===== src/rtl/instr_fetch_unit_if.sv =====
// Instruction fetch bus bundle.
// Groups the instruction-memory handshake (imem_req/imem_addr/imem_ack/imem_rdata)
// and the decoder-side instruction handshake (instr/opcode/pc_out/instr_valid/
// instr_ready plus the branch/jump/zero next-PC controls and fetch_err).
//   master : the fetch unit (drives req/addr and the presented instruction)
//   slave  : memory + decoder/datapath side
interface instr_fetch_unit_if;
   logic        imem_req;
   logic [31:0] imem_addr;
   logic        imem_ack;
   logic [31:0] imem_rdata;
   logic [31:0] instr;
   logic [5:0]  opcode;
   logic [31:0] pc_out;
   logic        instr_valid;
   logic        instr_ready;
   logic        branch;
   logic        jump;
   logic        zero;
   logic        fetch_err;

   modport master (
      output imem_req, imem_addr, instr, opcode, pc_out, instr_valid, fetch_err,
      input  imem_ack, imem_rdata, instr_ready, branch, jump, zero
   );

   modport slave (
      input  imem_req, imem_addr, instr, opcode, pc_out, instr_valid, fetch_err,
      output imem_ack, imem_rdata, instr_ready, branch, jump, zero
   );
endinterface


===== src/rtl/instr_fetch_unit.sv =====
// Instruction fetch unit.
// Fetches one 32-bit word at a time over a req/ack memory handshake, presents it
// (instr, opcode, pc_out, instr_valid) to the decoder, and on acceptance picks the
// next PC from jump / branch&zero / sequential. One instruction in flight.
// Ports:
//   clk    : rising-edge clock
//   rst_n  : asynchronous active-low reset
//   bus    : instr_fetch_unit_if.master (memory handshake, instruction handshake,
//            next-PC controls, sticky fetch_err)
// All outputs are registered; opcode is a slice of the registered instr.
module instr_fetch_unit #(
   parameter logic [31:0] RESET_PC = 32'h0000_0000,
   parameter int          TIMEOUT  = 16
) (
   input  logic              clk,
   input  logic              rst_n,
   instr_fetch_unit_if.master bus
);

   // wait counter only has to reach TIMEOUT-1
   localparam int CW = (TIMEOUT < 2) ? 1 : $clog2(TIMEOUT);

   typedef enum logic [1:0] {S_IDLE, S_WAIT, S_VALID, S_ERR} state_t;

   state_t          state, state_nx;
   logic [31:0]     pc, pc_nx;          // current fetch address (drives imem_addr)
   logic [31:0]     pc_out_r, pc_out_nx;
   logic [31:0]     instr_r, instr_nx;
   logic            req_r, req_nx;
   logic            valid_r, valid_nx;
   logic            err_r, err_nx;
   logic [CW-1:0]   cnt, cnt_nx;

   logic [31:0]     pc4, br_off, npc;

   // next-PC selection, only consumed on the accept cycle
   always_comb begin
      pc4    = pc_out_r + 32'd4;
      br_off = {{14{instr_r[15]}}, instr_r[15:0], 2'b00};
      if (bus.jump)
         npc = {pc4[31:28], instr_r[25:0], 2'b00};
      else if (bus.branch && bus.zero)
         npc = pc4 + br_off;
      else
         npc = pc4;
   end

   always_ff @(posedge clk or negedge rst_n) begin
      if (!rst_n) begin
         state    <= S_IDLE;
         pc       <= RESET_PC;
         pc_out_r <= RESET_PC;
         instr_r  <= 32'd0;
         req_r    <= 1'b0;
         valid_r  <= 1'b0;
         err_r    <= 1'b0;
         cnt      <= '0;
      end else begin
         state    <= state_nx;
         pc       <= pc_nx;
         pc_out_r <= pc_out_nx;
         instr_r  <= instr_nx;
         req_r    <= req_nx;
         valid_r  <= valid_nx;
         err_r    <= err_nx;
         cnt      <= cnt_nx;
      end
   end

   always_comb begin
      state_nx  = state;
      pc_nx     = pc;
      pc_out_nx = pc_out_r;
      instr_nx  = instr_r;
      req_nx    = req_r;
      valid_nx  = valid_r;
      err_nx    = err_r;
      cnt_nx    = cnt;
      case (state)
         S_IDLE: begin
            // a misaligned RESET_PC is the only way an unaligned fetch could start
            if (pc[1:0] != 2'b00) begin
               err_nx   = 1'b1;
               state_nx = S_ERR;
            end else begin
               req_nx   = 1'b1;
               cnt_nx   = '0;
               state_nx = S_WAIT;
            end
         end
         S_WAIT: begin
            if (bus.imem_ack) begin
               instr_nx  = bus.imem_rdata;
               pc_out_nx = pc;
               valid_nx  = 1'b1;
               req_nx    = 1'b0;
               state_nx  = S_VALID;
            end else if (cnt == CW'(TIMEOUT - 1)) begin
               // this is the TIMEOUT-th cycle without an ack
               req_nx   = 1'b0;
               err_nx   = 1'b1;
               state_nx = S_ERR;
            end else begin
               cnt_nx = cnt + 1'b1;
            end
         end
         S_VALID: begin
            if (valid_r && bus.instr_ready) begin
               valid_nx = 1'b0;
               if (npc[1:0] != 2'b00) begin
                  err_nx   = 1'b1;
                  state_nx = S_ERR;
               end else begin
                  // back-to-back: request goes out the same cycle valid drops
                  pc_nx    = npc;
                  req_nx   = 1'b1;
                  cnt_nx   = '0;
                  state_nx = S_WAIT;
               end
            end
         end
         S_ERR: begin
            req_nx   = 1'b0;
            valid_nx = 1'b0;
         end
         default: state_nx = S_ERR;
      endcase
   end

   assign bus.imem_req    = req_r;
   assign bus.imem_addr   = pc;
   assign bus.instr       = instr_r;
   assign bus.opcode      = instr_r[31:26];
   assign bus.pc_out      = pc_out_r;
   assign bus.instr_valid = valid_r;
   assign bus.fetch_err   = err_r;

endmodule

===== src/flat_wrapper.sv =====
// flat-port wrapper written by rule: the top's interface ports become plain ports
module instr_fetch_unit_flat 
#(
   parameter logic [31:0] RESET_PC = 32'h0000_0000,
   parameter int          TIMEOUT  = 16
)
  (clk, rst_n, bus_imem_req, bus_imem_addr, bus_instr, bus_opcode, bus_pc_out, bus_instr_valid, bus_fetch_err, bus_imem_ack, bus_imem_rdata, bus_instr_ready, bus_branch, bus_jump, bus_zero);
  instr_fetch_unit_if bus_i ();
  input  logic clk;
  input  logic rst_n;
  output wire logic [$bits(bus_i.imem_req)-1:0] bus_imem_req;
  output wire logic [$bits(bus_i.imem_addr)-1:0] bus_imem_addr;
  output wire logic [$bits(bus_i.instr)-1:0] bus_instr;
  output wire logic [$bits(bus_i.opcode)-1:0] bus_opcode;
  output wire logic [$bits(bus_i.pc_out)-1:0] bus_pc_out;
  output wire logic [$bits(bus_i.instr_valid)-1:0] bus_instr_valid;
  output wire logic [$bits(bus_i.fetch_err)-1:0] bus_fetch_err;
  input wire logic [$bits(bus_i.imem_ack)-1:0] bus_imem_ack;
  input wire logic [$bits(bus_i.imem_rdata)-1:0] bus_imem_rdata;
  input wire logic [$bits(bus_i.instr_ready)-1:0] bus_instr_ready;
  input wire logic [$bits(bus_i.branch)-1:0] bus_branch;
  input wire logic [$bits(bus_i.jump)-1:0] bus_jump;
  input wire logic [$bits(bus_i.zero)-1:0] bus_zero;
  assign bus_imem_req = bus_i.imem_req;
  assign bus_imem_addr = bus_i.imem_addr;
  assign bus_instr = bus_i.instr;
  assign bus_opcode = bus_i.opcode;
  assign bus_pc_out = bus_i.pc_out;
  assign bus_instr_valid = bus_i.instr_valid;
  assign bus_fetch_err = bus_i.fetch_err;
  assign bus_i.imem_ack = bus_imem_ack;
  assign bus_i.imem_rdata = bus_imem_rdata;
  assign bus_i.instr_ready = bus_instr_ready;
  assign bus_i.branch = bus_branch;
  assign bus_i.jump = bus_jump;
  assign bus_i.zero = bus_zero;
  instr_fetch_unit #(.RESET_PC(RESET_PC), .TIMEOUT(TIMEOUT)) u_core (.clk(clk), .rst_n(rst_n), .bus(bus_i));
endmodule

===== config.mk =====
export PLATFORM = sky130hd
export DESIGN_NAME = instr_fetch_unit_flat
export DESIGN_NICKNAME = d
export VERILOG_FILES = /design/src/rtl/instr_fetch_unit_if.sv /design/src/rtl/instr_fetch_unit.sv /design/src/flat_wrapper.sv
export SDC_FILE = /design/constraint.sdc
export NUM_CORES = 1
export LEC_CHECK = 0
export ABC_AREA = 1
export CAP_MARGIN = 30
export CORE_MARGIN = 3
export CORE_UTILIZATION = 40
export CTS_CLUSTER_DIAMETER = 50
export DETAILED_ROUTE_END_ITERATION = 7
export PLACE_DENSITY = 0.7
export SETUP_SLACK_MARGIN = 0.15
export SLEW_MARGIN = 10
export SYNTH_ARGS = -nofsm -noshare
export SYNTH_HDL_FRONTEND = slang
export SYNTH_SLANG_ARGS = --single-unit

===== constraint.sdc =====
create_clock -name clk -period 3.52 [get_ports clk]
set_input_delay 0.352 -clock clk [delete_from_list [all_inputs] [get_ports clk]]
set_output_delay 0.352 -clock clk [all_outputs]
set_load 0.02 [all_outputs]

==> metrics.cfg <==
[drt]
drtPass1Iterations = 5
final_antenna_net_count = 0
wl_per_cell_um = 16.78
drc = 0
drtIter0Drc = 545
vias = 8038
drt-total-wl_mm = 26.58
viasPerCell = 5.074

[yosys]
yosys.area.top_type_share = 0.3332
ys_ff_latch = 105
netlist_instances = 1184
synth_nets = 1268
syn_area_per_cell_um2 = 6.661
synthTopCellsByArea = dfrtp_1 (33%), nand2_1 (21%), inv_1 (7.0%)
synth_flop_cell = dfrtp_1
yosys-top-cells-count = nand2_1 (451), inv_1 (147), dfrtp_1 (105), nor2_1 (101), nand3_1 (76)
netlist_area_um2 = 7886
synth_edf_count = 0
synth.most_common_cell = nand2_1
yosysSeqAreaShare = 0.3332
yosysTopAreaCell = dfrtp_1
yosys_warnings = 0
async_flop_share = 1.000
synth_cell_types = 53

[clocking]
root_buffer = clkbuf_16
cts_setup_buffers = 0
htree_levels = 3
clock_path_buffers = 2
numCtsBuffers = 9
clock_sinks = 105
cts_tree = built
clkTransAtPathRegs_ns = 0.08
clock_latency_ns = 0.36

[die]
ios = 144
die_height_um = 146.4
row_count = 50
fp.coreArea_um2 = 19020
start_util = 0.4147
dieArea_um2 = 21440
die-width_um = 146.4

[critical_path]
endpoint_kind = register
crit_required_ns = 3.80
crit_fanout = 8
setup.worst_path.start_class = register
cp.arrival_ns = 3.50
worstSetupPathType = register to register

[finish]
area_growth_syn_to_layout_pct = 26.56
n_antenna_cell = 0
fillers = 1916
finalNetCount = 1403
drive_gt1_frac = 0.06722
layout.cells.non_filler = 1584

[timing]
tightest_slew_ns = 0.9001
post-route-min-period_ns = 3.213
finalMaxSlewViolations = 0
setup_tns_ns = 0
timing.final.crit_share = 0.9128
rsz0062_at_grt = no
finalSetupViolCount = 0
slew_headroom = 0.3991
finalHoldViolations = 0
timing.fmax_ghz = 0.3112
clock_skew_ns = 0.01188

[place]
gp_congestion = 0.9928
dp.cells = 1567
place.detailed.hpwl_mm = 20.61
numPortBuffers = 143

[grt]
grt_max_degree = 73
grt_pass1_wl_mm = 42.54
gr-total-overflow = 0
grt_pass1_vias = 7741
grt_use_total = 0.2484
antenna_found_initial = 0

[pwr]
power.leakage_nw = 5.156
power_density_nw_per_um2 = 240.2
ir_worst_vdd_mv = 0.2025

[hold_path]
hp-class = input port to async pin

[outcome]
status = finished clean

[flow_run]
max_cap_viol_count = 0

[critical path, cell delays in order, from the launching register on]
cell	delay, ns
dfrtp_2	0.43
ha_1	0.18
inv_1	0.08
nor3_4	0.25
nand2_1	0.11
nor2_2	0.14
nand2_1	0.11
xor2_2	0.19
inv_1	0.14
ha_4	0.32
nand2_1	0.13
nor3_4	0.21
and2_4	0.21
nand3_1	0.12
nand3_1	0.12
nand2_1	0.05
nand3_1	0.08
nand2_1	0.11
a21oi_1	0.14
[repair_timing]
action	4_1_cts	5_1_grt
hold buffers	0	0
resized for setup	3	24
endpoints found under the setup margin	3	17
[state kept, by name, summed over array words and instances, names as in the netlist]
signal and count:
u_core.state 2, u_core.bus.instr 32, u_core.bus.instr_valid 1, u_core.bus.imem_req 1
u_core.bus.pc_out 32, u_core.bus.fetch_err 1, u_core.cnt 4, u_core.bus.imem_addr 32
[cell usage in the layout, fill, tap and decap left out, types with 3 or more instances in the layout]
cell             netlist  routed
nor3_4                 2       3
ha_1                  44      41
nand3_1               76      76
o21ai_0               51      49
or2_2                  5       5
nor2_1               101      94
a21oi_1               44      40
clkbuf_16              0       9
o22ai_1                3       3
buf_4                  7      14
o21bai_1              10      10
inv_2                  2       3
xnor2_1                7       7
clkdlybuf4s50_1        0     142
o31ai_1                4       4
inv_1                147     146
nand4_1               18      18
nor2_2                 7      13
nor3_1                 7       6
o21ai_1                4       6
nor2_4                 2       3
nand2_2                3       7
xor2_1                16      15
and2_1                 5       4
a22oi_1                5       5
a21oi_2                0       4
nand2_1              451     447
dfrtp_1              105     103
o211ai_1               4       4
[worst paths after layout]
kind / start / slack (ns) / to / cells after the start
min reg2reg: u_core.bus.fetch_err / 0.48 / u_core.bus.fetch_err / 1
min in group clk: u_core.bus.fetch_err / 0.48 / u_core.bus.fetch_err / 1
max: u_core.bus.pc_out[2] / 0.31 / u_core.bus.imem_addr[22] / 18
min: rst_n / 0.07 / u_core.cnt[0] / 1
max reg2reg: u_core.bus.pc_out[2] / 0.31 / u_core.bus.imem_addr[22] / 18
max in group asynchronous: rst_n / 2.73 / u_core.bus.imem_addr[21] / 2
[through the flow]
step           hold WS (ns)  power (W)  area, um^2  setup WS [ns]    util
2_1_floorplan       0.05641   0.001269        7886         0.7429       -
3_3_place_gp         0.4656   0.001358        9558        0.06035  0.5026
3_5_place_dp         0.4705   0.001358        9558        0.02940  0.5026
4_1_cts             0.08923   0.002420        9877         0.1907  0.5193
5_1_grt              0.1179   0.002481        9981         0.1364  0.5248
6_report            0.06674   0.002398        9981         0.3069  0.5248
[cell families (layout without fill, tap and decap cells)]
family,count (synthesis),after routing,synth area share
adders and majority gates,45,45,0.07235
buffers and inverters,184,324,0.09710
xor gates and xnor gates,24,24,0.02761
and+or+nand+nor,688,688,0.3687
AOI/OAI and AO/OA,138,138,0.1011
DFF,105,105,0.3332
[cell type report]
class                   count  area [um^2]  share of cell area
clock buffers              10        239.0             0.02394
clock inverters             6        71.32            0.007146
inverters                 150        563.0             0.05641
multi-input cells         895         4586              0.4594
flip-flops and latches    105         2630              0.2635
well taps                 260        325.3             0.03259
repair buffers            158         1567              0.1570
[where the power goes]
group          switching [W]  internal, W  leakage [nW]
clock               0.000485     0.000581         0.151
combinational      0.0000738    0.0000534          3.67
sequential                 0      0.00121          1.33
[routing by layer]
layer	up-vias	track usage	wire length, um
li1	4009	-	-
met1	3730	0.3557	12510
met2	269	0.3927	11800
met3	30	0.03569	1722
met4	0	0.07150	544
met5	-	0	0
(Power assumes the default switching activity.)
